<file path="config.mk">
export PLATFORM = sky130hd
export DESIGN_NAME = dpi_stream_sequencer
export DESIGN_NICKNAME = d
export VERILOG_FILES = /design/src/rtl/dpi_pkg.sv /design/src/rtl/dpi_flow_table.sv /design/src/rtl/dpi_stream_sequencer.sv
export SDC_FILE = /design/constraint.sdc
export NUM_CORES = 2
export LEC_CHECK = 0
export CELL_PAD_IN_SITES_DETAIL_PLACEMENT = 0
export CELL_PAD_IN_SITES_GLOBAL_PLACEMENT = 1
export CORE_ASPECT_RATIO = 1.2
export CORE_MARGIN = 5
export CORE_UTILIZATION = 50
export CTS_BUF_LIST = sky130_fd_sc_hd__clkbuf_4
export DETAILED_ROUTE_END_ITERATION = 10
export GPL_TIMING_DRIVEN = 0
export PLACE_DENSITY_LB_ADDON = 0.1
export SLEW_MARGIN = 20
export SYNTH_ARGS = -nofsm -noshare
export SYNTH_HDL_FRONTEND = slang
export SYNTH_HIERARCHICAL = 1
export SYNTH_SLANG_ARGS = --single-unit
</file>
<file path="constraint.sdc">
create_clock -name clk -period 17.11 [get_ports clk]
set_input_delay 3.422 -clock clk [delete_from_list [all_inputs] [get_ports clk]]
set_output_delay 3.422 -clock clk [all_outputs]
set_load 0.02 [all_outputs]
</file>
<file path="src/rtl/dpi_pkg.sv">
// Shared definitions for the packet-inspection front end and the matcher wrappers.
// Holds the sequencer state encoding and the matcher-protocol timing defaults.
package dpi_pkg;

  localparam int STREAM_ID_W      = 6;
  localparam int N_STREAMS        = 64;
  localparam int DEF_LOAD_GAP     = 2;
  localparam int DEF_DRAIN_CYCLES = 3;

  typedef enum logic [2:0] {
    S_IDLE,
    S_LOOKUP,
    S_LOAD,
    S_LOAD_WAIT,
    S_STREAM,
    S_DRAIN,
    S_EOP,
    S_REPORT
  } seq_state_t;

endpackage

</file>
<file path="src/rtl/dpi_flow_table.sv">
// Flow-key CAM with valid bits, lowest-free / round-robin allocation and an enable-row RAM.
// A lookup request returns {hit, idx, new} and the enable row one cycle later.
module dpi_flow_table
  import dpi_pkg::*;
#(
  parameter int                 N_REGEX     = 8,
  parameter int                 KEY_W       = 32,
  parameter logic [N_REGEX-1:0] DEF_EN_MASK = {N_REGEX{1'b1}}
) (
  input  logic                   clk,
  input  logic                   rst_n,
  input  logic                   lkp_req,
  input  logic [KEY_W-1:0]       lkp_key,
  output logic                   res_hit,
  output logic [STREAM_ID_W-1:0] res_idx,
  output logic                   res_new,
  output logic [N_REGEX-1:0]     res_en,
  output logic                   alloc,
  output logic                   evict,
  input  logic                   cfg_we,
  input  logic [STREAM_ID_W-1:0] cfg_addr,
  input  logic [N_REGEX-1:0]     cfg_wdata
);

  logic [KEY_W-1:0]       key_mem [N_STREAMS];
  logic [N_REGEX-1:0]     en_mem  [N_STREAMS];
  logic [N_STREAMS-1:0]   valid_reg;
  logic [STREAM_ID_W-1:0] rr_ptr_reg;
  logic [N_STREAMS-1:0]   hit_vec;
  logic                   any_hit;
  logic                   full;
  logic [STREAM_ID_W-1:0] hit_idx;
  logic [STREAM_ID_W-1:0] free_idx;
  logic [STREAM_ID_W-1:0] alloc_idx;
  logic [N_REGEX-1:0]     alloc_row;

  genvar gi;
  generate
    for (gi = 0; gi < N_STREAMS; gi++) begin : g_cmp
      assign hit_vec[gi] = valid_reg[gi] && (key_mem[gi] == lkp_key);
    end
  endgenerate

  always_comb begin
    hit_idx  = '0;
    free_idx = '0;
    for (int i = N_STREAMS - 1; i >= 0; i--) begin
      if (hit_vec[i])    hit_idx  = STREAM_ID_W'(i);
      if (!valid_reg[i]) free_idx = STREAM_ID_W'(i);
    end
  end

  assign any_hit   = |hit_vec;
  assign full      = &valid_reg;
  assign alloc_idx = full ? rr_ptr_reg : free_idx;
  assign alloc     = lkp_req && !any_hit;
  assign evict     = alloc && full;
  // A same-cycle cfg write to the entry being allocated overrides the default row.
  assign alloc_row = (cfg_we && (cfg_addr == alloc_idx)) ? cfg_wdata : DEF_EN_MASK;

  always_ff @(posedge clk or negedge rst_n) begin
    if (!rst_n) begin
      valid_reg  <= '0;
      rr_ptr_reg <= '0;
      res_hit    <= 1'b0;
      res_idx    <= '0;
      res_new    <= 1'b0;
      res_en     <= '0;
    end else if (lkp_req) begin
      res_hit <= any_hit;
      res_new <= !any_hit;
      if (any_hit) begin
        res_idx <= hit_idx;
        res_en  <= en_mem[hit_idx];
      end else begin
        res_idx              <= alloc_idx;
        res_en               <= alloc_row;
        valid_reg[alloc_idx] <= 1'b1;
        if (full) rr_ptr_reg <= rr_ptr_reg + 1'b1;
      end
    end
  end

  always_ff @(posedge clk) begin
    if (alloc) begin
      key_mem[alloc_idx] <= lkp_key;
      en_mem[alloc_idx]  <= DEF_EN_MASK;
    end
    if (cfg_we) en_mem[cfg_addr] <= cfg_wdata;
  end

endmodule

</file>
<file path="src/rtl/dpi_stream_sequencer.sv">
// Drives the matcher bank per packet: flow lookup, load_state, chars, drain, eop, result.
// Define DPI_SEQ_STATS_EN to add the stat_pkt/stat_new_flow/stat_evict/stat_drop counters.
module dpi_stream_sequencer
  import dpi_pkg::*;
#(
  parameter int                 N_REGEX      = 8,
  parameter int                 KEY_W        = 32,
  parameter int                 LOAD_GAP     = DEF_LOAD_GAP,
  parameter int                 DRAIN_CYCLES = DEF_DRAIN_CYCLES,
  parameter logic [N_REGEX-1:0] DEF_EN_MASK  = {N_REGEX{1'b1}}
) (
  input  logic                   clk,
  input  logic                   rst_n,
  input  logic [7:0]             pkt_data,
  input  logic                   pkt_vld,
  input  logic                   pkt_sop,
  input  logic                   pkt_eop,
  input  logic [KEY_W-1:0]       pkt_key,
  output logic                   pkt_rdy,
  input  logic                   cfg_we,
  input  logic [STREAM_ID_W-1:0] cfg_addr,
  input  logic [N_REGEX-1:0]     cfg_wdata,
  output logic                   load_state,
  output logic [STREAM_ID_W-1:0] stream_id,
  output logic                   new_stream_id,
  output logic [7:0]             char_out,
  output logic                   char_out_vld,
  output logic                   eop,
  output logic [N_REGEX-1:0]     enable,
  input  logic [N_REGEX-1:0]     fired_in,
  output logic                   result_vld,
  output logic [STREAM_ID_W-1:0] result_stream_id,
  output logic [N_REGEX-1:0]     result_mask,
  output logic [15:0]            result_len
`ifdef DPI_SEQ_STATS_EN
  ,
  output logic [31:0]            stat_pkt,
  output logic [31:0]            stat_new_flow,
  output logic [31:0]            stat_evict,
  output logic [31:0]            stat_drop
`endif
);

  // Chars leave one cycle after acceptance, so the state lengths are trimmed/extended
  // by one to give exactly LOAD_GAP / DRAIN_CYCLES idle cycles on the matcher side.
  localparam int WAIT_LEN  = (LOAD_GAP > 1) ? LOAD_GAP - 1 : 0;
  localparam int DRAIN_LEN = DRAIN_CYCLES + 1;

  seq_state_t         state_reg, state_next;
  logic [7:0]         cnt_reg, cnt_next;
  logic [KEY_W-1:0]   key_reg;
  logic [15:0]        len_reg;
  logic [7:0]         char_reg;
  logic               char_vld_reg;
  logic [N_REGEX-1:0] mask_reg;
  logic               lkp_req;
  logic               accept;
  logic               stray;
  logic               res_hit;
  logic               res_new;
  logic               alloc;
  logic               evict;

  dpi_flow_table #(
    .N_REGEX    (N_REGEX),
    .KEY_W      (KEY_W),
    .DEF_EN_MASK(DEF_EN_MASK)
  ) u_flow_table (
    .clk      (clk),
    .rst_n    (rst_n),
    .lkp_req  (lkp_req),
    .lkp_key  (key_reg),
    .res_hit  (res_hit),
    .res_idx  (stream_id),
    .res_new  (res_new),
    .res_en   (enable),
    .alloc    (alloc),
    .evict    (evict),
    .cfg_we   (cfg_we),
    .cfg_addr (cfg_addr),
    .cfg_wdata(cfg_wdata)
  );

  always_comb begin
    state_next = state_reg;
    cnt_next   = cnt_reg;
    pkt_rdy    = 1'b0;
    lkp_req    = 1'b0;
    case (state_reg)
      S_IDLE: begin
        pkt_rdy = pkt_vld && !pkt_sop;
        if (pkt_vld && pkt_sop) state_next = S_LOOKUP;
      end
      S_LOOKUP: begin
        lkp_req    = 1'b1;
        state_next = S_LOAD;
      end
      S_LOAD: begin
        cnt_next   = '0;
        state_next = (WAIT_LEN > 0) ? S_LOAD_WAIT : S_STREAM;
      end
      S_LOAD_WAIT: begin
        cnt_next = cnt_reg + 8'd1;
        if (int'(cnt_reg) >= WAIT_LEN - 1) state_next = S_STREAM;
      end
      S_STREAM: begin
        pkt_rdy  = 1'b1;
        cnt_next = '0;
        if (pkt_vld && pkt_eop) state_next = S_DRAIN;
      end
      S_DRAIN: begin
        cnt_next = cnt_reg + 8'd1;
        if (int'(cnt_reg) >= DRAIN_LEN - 1) state_next = S_EOP;
      end
      S_EOP:    state_next = S_REPORT;
      S_REPORT: state_next = S_IDLE;
      default:  state_next = S_IDLE;
    endcase
  end

  assign accept           = pkt_vld && pkt_rdy && (state_reg == S_STREAM);
  assign stray            = pkt_vld && !pkt_sop && (state_reg == S_IDLE);
  assign load_state       = (state_reg == S_LOAD);
  assign new_stream_id    = load_state && res_new && !res_hit;
  assign eop              = (state_reg == S_EOP);
  assign result_vld       = (state_reg == S_REPORT);
  assign char_out         = char_reg;
  assign char_out_vld     = char_vld_reg;
  assign result_stream_id = stream_id;
  assign result_mask      = mask_reg;
  assign result_len       = len_reg;

  always_ff @(posedge clk or negedge rst_n) begin
    if (!rst_n) begin
      state_reg    <= S_IDLE;
      cnt_reg      <= '0;
      key_reg      <= '0;
      len_reg      <= '0;
      char_reg     <= '0;
      char_vld_reg <= 1'b0;
      mask_reg     <= '0;
    end else begin
      state_reg    <= state_next;
      cnt_reg      <= cnt_next;
      char_vld_reg <= accept;
      char_reg     <= accept ? pkt_data : 8'h00;
      if ((state_reg == S_IDLE) && pkt_vld && pkt_sop) key_reg <= pkt_key;
      if (load_state) len_reg <= '0;
      else if (accept && (len_reg != 16'hFFFF)) len_reg <= len_reg + 16'd1;
      if (eop) mask_reg <= fired_in & enable;
    end
  end

`ifdef DPI_SEQ_STATS_EN
  always_ff @(posedge clk or negedge rst_n) begin
    if (!rst_n) begin
      stat_pkt      <= '0;
      stat_new_flow <= '0;
      stat_evict    <= '0;
      stat_drop     <= '0;
    end else begin
      if (result_vld) stat_pkt      <= stat_pkt + 32'd1;
      if (alloc)      stat_new_flow <= stat_new_flow + 32'd1;
      if (evict)      stat_evict    <= stat_evict + 32'd1;
      if (stray)      stat_drop     <= stat_drop + 32'd1;
    end
  end
`endif

endmodule

</file>
==> results by group <==
STA
  – Maximum frequency from static timing analysis: 0.0948 GHz
  – Number of pins exceeding their max-slew limit in the final report: 0
  – Setup skew after layout: 0.126 ns
  – Hold Violations, Final: 0
  – Final Setup Violations: 0
  – Setup tns final: 0 ns
  – Setup ws final: 6.56 ns
  – Minimum clock period: 10.55 ns
  – Pin slew with the least headroom to its limit: 1.41 ns
  – RSZ-0062 raised after global routing: no
  – Remaining max-slew budget at the tightest pin: 0.0618
  – Post-route fraction of the period consumed by the critical path: 0.617

CTS
  – Total CTS buffers: 697
  – Buffer type at the clock tree root: sky130_fd_sc_hd__clkbuf_4
  – Clock latency on the worst-skew pair: 1.47 ns
  – Hold-fix buffer count after cts: 0
  – Clk pin slew, worst setup/hold paths: 0.06 ns
  – Resized Gates After CTS: 0
  – Clock H-tree levels: 6
  – Clock tree from TritonCTS: done
  – Clock Path Buffers: 4
  – Number of post-CTS setup repair buffers: 0
  – Sink Count: 2,722

Logic synthesis
  – Synthesized-area fraction occupied by ao, oa, aoi and oai cells: 0.0413
  – Gate count after technology mapping: 9,110
  – Top cell type by total area after synthesis: sky130_fd_sc_hd__edfxtp_1
  – Dominant register cell in the synthesized netlist: sky130_fd_sc_hd__edfxtp_1
  – Synthesized-area fraction occupied by adder cells: 0.000696
  – Combinational family with the most area after synthesis: XOR/XNOR gates
  – Top cells by instance count after synthesis: sky130_fd_sc_hd__edfxtp_1 (2,560), sky130_fd_sc_hd__xor2_1 (1,496), sky130_fd_sc_hd__nor4_1 (669)
  – Cells taking the most area after synthesis: sky130_fd_sc_hd__edfxtp_1 (61%), sky130_fd_sc_hd__xor2_1 (10%), sky130_fd_sc_hd__xnor2_1 (3.9%)
  – Most used standard cell by instance count after synthesis: sky130_fd_sc_hd__edfxtp_1
  – Mux cell area share after synthesis: 0.0110
  – Total of flip-flops plus latches after synthesis: 2,722
  – Number of synthesis warnings: 6
  – Share of async-settable or async-resettable flops after synthesis: 0.0595
  – Post-synthesis area per instance: 13.8 sq um
  – Net Count, Synth: 9,185
  – Sequential fraction of the synthesis area: 0.643
  – Xor/xnor cell area share of the yosys netlist: 0.143
  – Top cell type's share of synthesized area: 0.611
  – Syn Std Cell Area: 126,000 sq um
  – EDFF count, synth: 2,560
  – Synthesized-area fraction occupied by and/or/nand/nor cells: 0.137
  – Number of distinct library cells after synthesis: 111

Worst setup path
  – Crit-path cells: buf_16 > buf_4 > buf_4 > buf_2 > buf_2 > xnor2_1 > nand4_1 > nor2_1 > nand4_1 > a21oi_1 > nand3_1 > o21ai_0 > a211oi_4 > nor3_2 > clkbuf_1 > a221oi_1 > o2bb2ai_1 > nor4b_2 > a32oi_1 > nand2_1
  – Worst Setup End Kind: register
  – Worst reg2reg path endpoint: u_flow_table/res_en[2]
  – Critical-path cell with the highest stage delay: sky130_fd_sc_hd__nor3_2
  – Startpoint class of the critical path: register
  – Cell family with most CP delay: buffers and inverters
  – Data required time at the worst endpoint: 18.49 ns
  – Arrival @ worst endpoint: 11.93 ns
  – Delay contributed by the slowest stage of the critical path: 0.96 ns
  – Setup Crit Path Kind: register to register
  – CP bufs+invs: 6
  – Worst R2R Path Depth: 20
  – Worst flop-to-flop path startpoint: key_reg[27]
  – R2R setup slack: 6.56 ns
  – Critical Path Source: key_reg[27]
  – Max Fanout on Critical Path: 24

Die
  – FP Rows: 201
  – Die Span X: 468 microns
  – IO Pins: 126
  – Initial Util: 0.503
  – Die outline area: 262,000 sq um
  – Area of the placeable core: 250,000 sq um
  – Vertical extent of the die: 560 microns

GRT
  – Largest net degree at the start of global routing: 87
  – Global-route wire length before repair: 789 mm
  – Number of antenna violations at the first check in global routing: 65
  – Via count of the first global-routing pass: 89,662
  – Global routing usage summed across all routing layers: 0.449
  – Residual overflow from global routing: 0

Worst hold path
  – Worst hold path stage count: 2
  – Worst Hold Launch: result_mask[1]
  – Worst min-delay path class: register to register
  – Endpoint of the worst hold-timing path: result_mask[1]

Placement
  – Pre-CTS setup slack: 7.09 ns
  – Placed wire-length estimate: 398 mm
  – IO Port Bufs: 116
  – Total instance count after detailed placement: 12,749
  – Cell area after placement: 136,000 sq um
  – RD Place Congestion: 1.04

Route
  – Antenna-violating nets left: 0
  – Detail-routed via count per cell: 6.81
  – Total via count in the routed design: 95,209
  – Drc violations: 0
  – WL/cell: 43.2 microns
  – Pre-Repair DR Iteration Count: 9
  – Iter 0 DRT Violations: 16,681
  – Wire length after detailed routing: 604 mm

Flow run
  – Number of max-cap violations: 0

Power
  – Pwr Total: 23.3 mW
  – Areal power density over the cells: 161 nW/um^2
  – Leakage power: 47.3 nW
  – Worst voltage drop across the vdd grid: 0.000127 V

Cells and area
  – NumNets Final: 10,177
  – Layout Cell Area excl Fill: 145,000 sq um
  – Number of non-filler instances in the completed layout: 13,985
  – Max FFs per register: 2,048
  – Filler cells: 20,562
  – Area grow syn2layout: 15.1%
  – Share of cells above drive strength 1: 0.197

Outcome
  – Run status: finished, final reports clean
[worst reg2reg max path: stages (launching register included)]
cell and delay [ns]:
sky130_fd_sc_hd__dfrtp_4 0.77, sky130_fd_sc_hd__buf_16 0.32, sky130_fd_sc_hd__buf_4 0.40, sky130_fd_sc_hd__buf_4 0.49, sky130_fd_sc_hd__buf_2 0.86, sky130_fd_sc_hd__buf_2 0.85, sky130_fd_sc_hd__xnor2_1 0.23, sky130_fd_sc_hd__nand4_1 0.12
sky130_fd_sc_hd__nor2_1 0.13, sky130_fd_sc_hd__nand4_1 0.59, sky130_fd_sc_hd__a21oi_1 0.53, sky130_fd_sc_hd__nand3_1 0.11, sky130_fd_sc_hd__o21ai_0 0.89, sky130_fd_sc_hd__a211oi_4 0.40, sky130_fd_sc_hd__nor3_2 0.97, sky130_fd_sc_hd__clkbuf_1 0.80
sky130_fd_sc_hd__a221oi_1 0.24, sky130_fd_sc_hd__o2bb2ai_1 0.33, sky130_fd_sc_hd__nor4b_2 0.89, sky130_fd_sc_hd__a32oi_1 0.43, sky130_fd_sc_hd__nand2_1 0.18
[power breakdown]
part	total, mW	internal [mW]	switching (mW)
combinational	9.03	2.21	6.82
sequential	8.67	8.09	0.574
clock	5.64	2.79	2.85
[layout make-up]
cell class                 count  area (sq um)  area share
multi-input combinational   5862         42600       0.295
antenna                       30          75.1    0.000518
tap                         3349          4190      0.0289
clock buffer                 992          7450      0.0514
inverter                      61           229     0.00158
clock inverter               211          1220     0.00845
timing repair buffer         293          5080      0.0351
buffer                       465          2850      0.0197
sequential                  2722         81000       0.560
[cells by family after synthesis]
family                     count (synthesis)
and+or+nand+nor                         2940
DFF                                     2722
xor gates and xnor gates                2059
AOI/OAI and AO/OA                        727
buffers and inverters                    526
muxes                                    129
adders and majority gates                  7
[how the worst max path moves through the flow]
stage,to,cells after the start
after global placement,u_flow_table/key_mem[8][24],18
after CTS,u_flow_table/res_en[1],20
final,u_flow_table/res_en[2],20
after detailed placement,u_flow_table/res_en[1],20
after global routing,u_flow_table/res_en[2],20
after floorplan,pkt_rdy,2
[metal layers]
layer	global-route usage	vias to the layer above	routed length (microns)
met2	0.672	8251	262000
met4	0.346	22	59500
met3	0.119	2217	76400
met5	0	-	295
met1	0.556	47710	205000
li1	-	37009	-
[metrics by stage]
step / utilization / hold WS (ns)
2_1_floorplan: - / 0.443
5_1_grt: 0.578 / 0.497
3_3_place_gp: 0.524 / 0.460
6_report: 0.579 / 0.483
4_1_cts: 0.578 / 0.484
3_5_place_dp: 0.543 / 0.469
[cells in the final DEF, fill, tap and decap left out, drive strengths merged, types with 82 or more instances in the layout]
cell type / instances
edfxtp: 2560
xor2: 1496
clkbuf: 1173
nor4: 670
xnor2: 563
buf: 462
nand2: 407
nand4: 313
or3: 297
or2: 273
nand3: 196
nor2: 191
clkinv: 176
dfrtp: 162
o21ai: 161
nor3: 139
clkdlybuf4s50: 115
a21oi: 93
nand4b: 84
inv: 82
(Power assumes the default switching activity.)
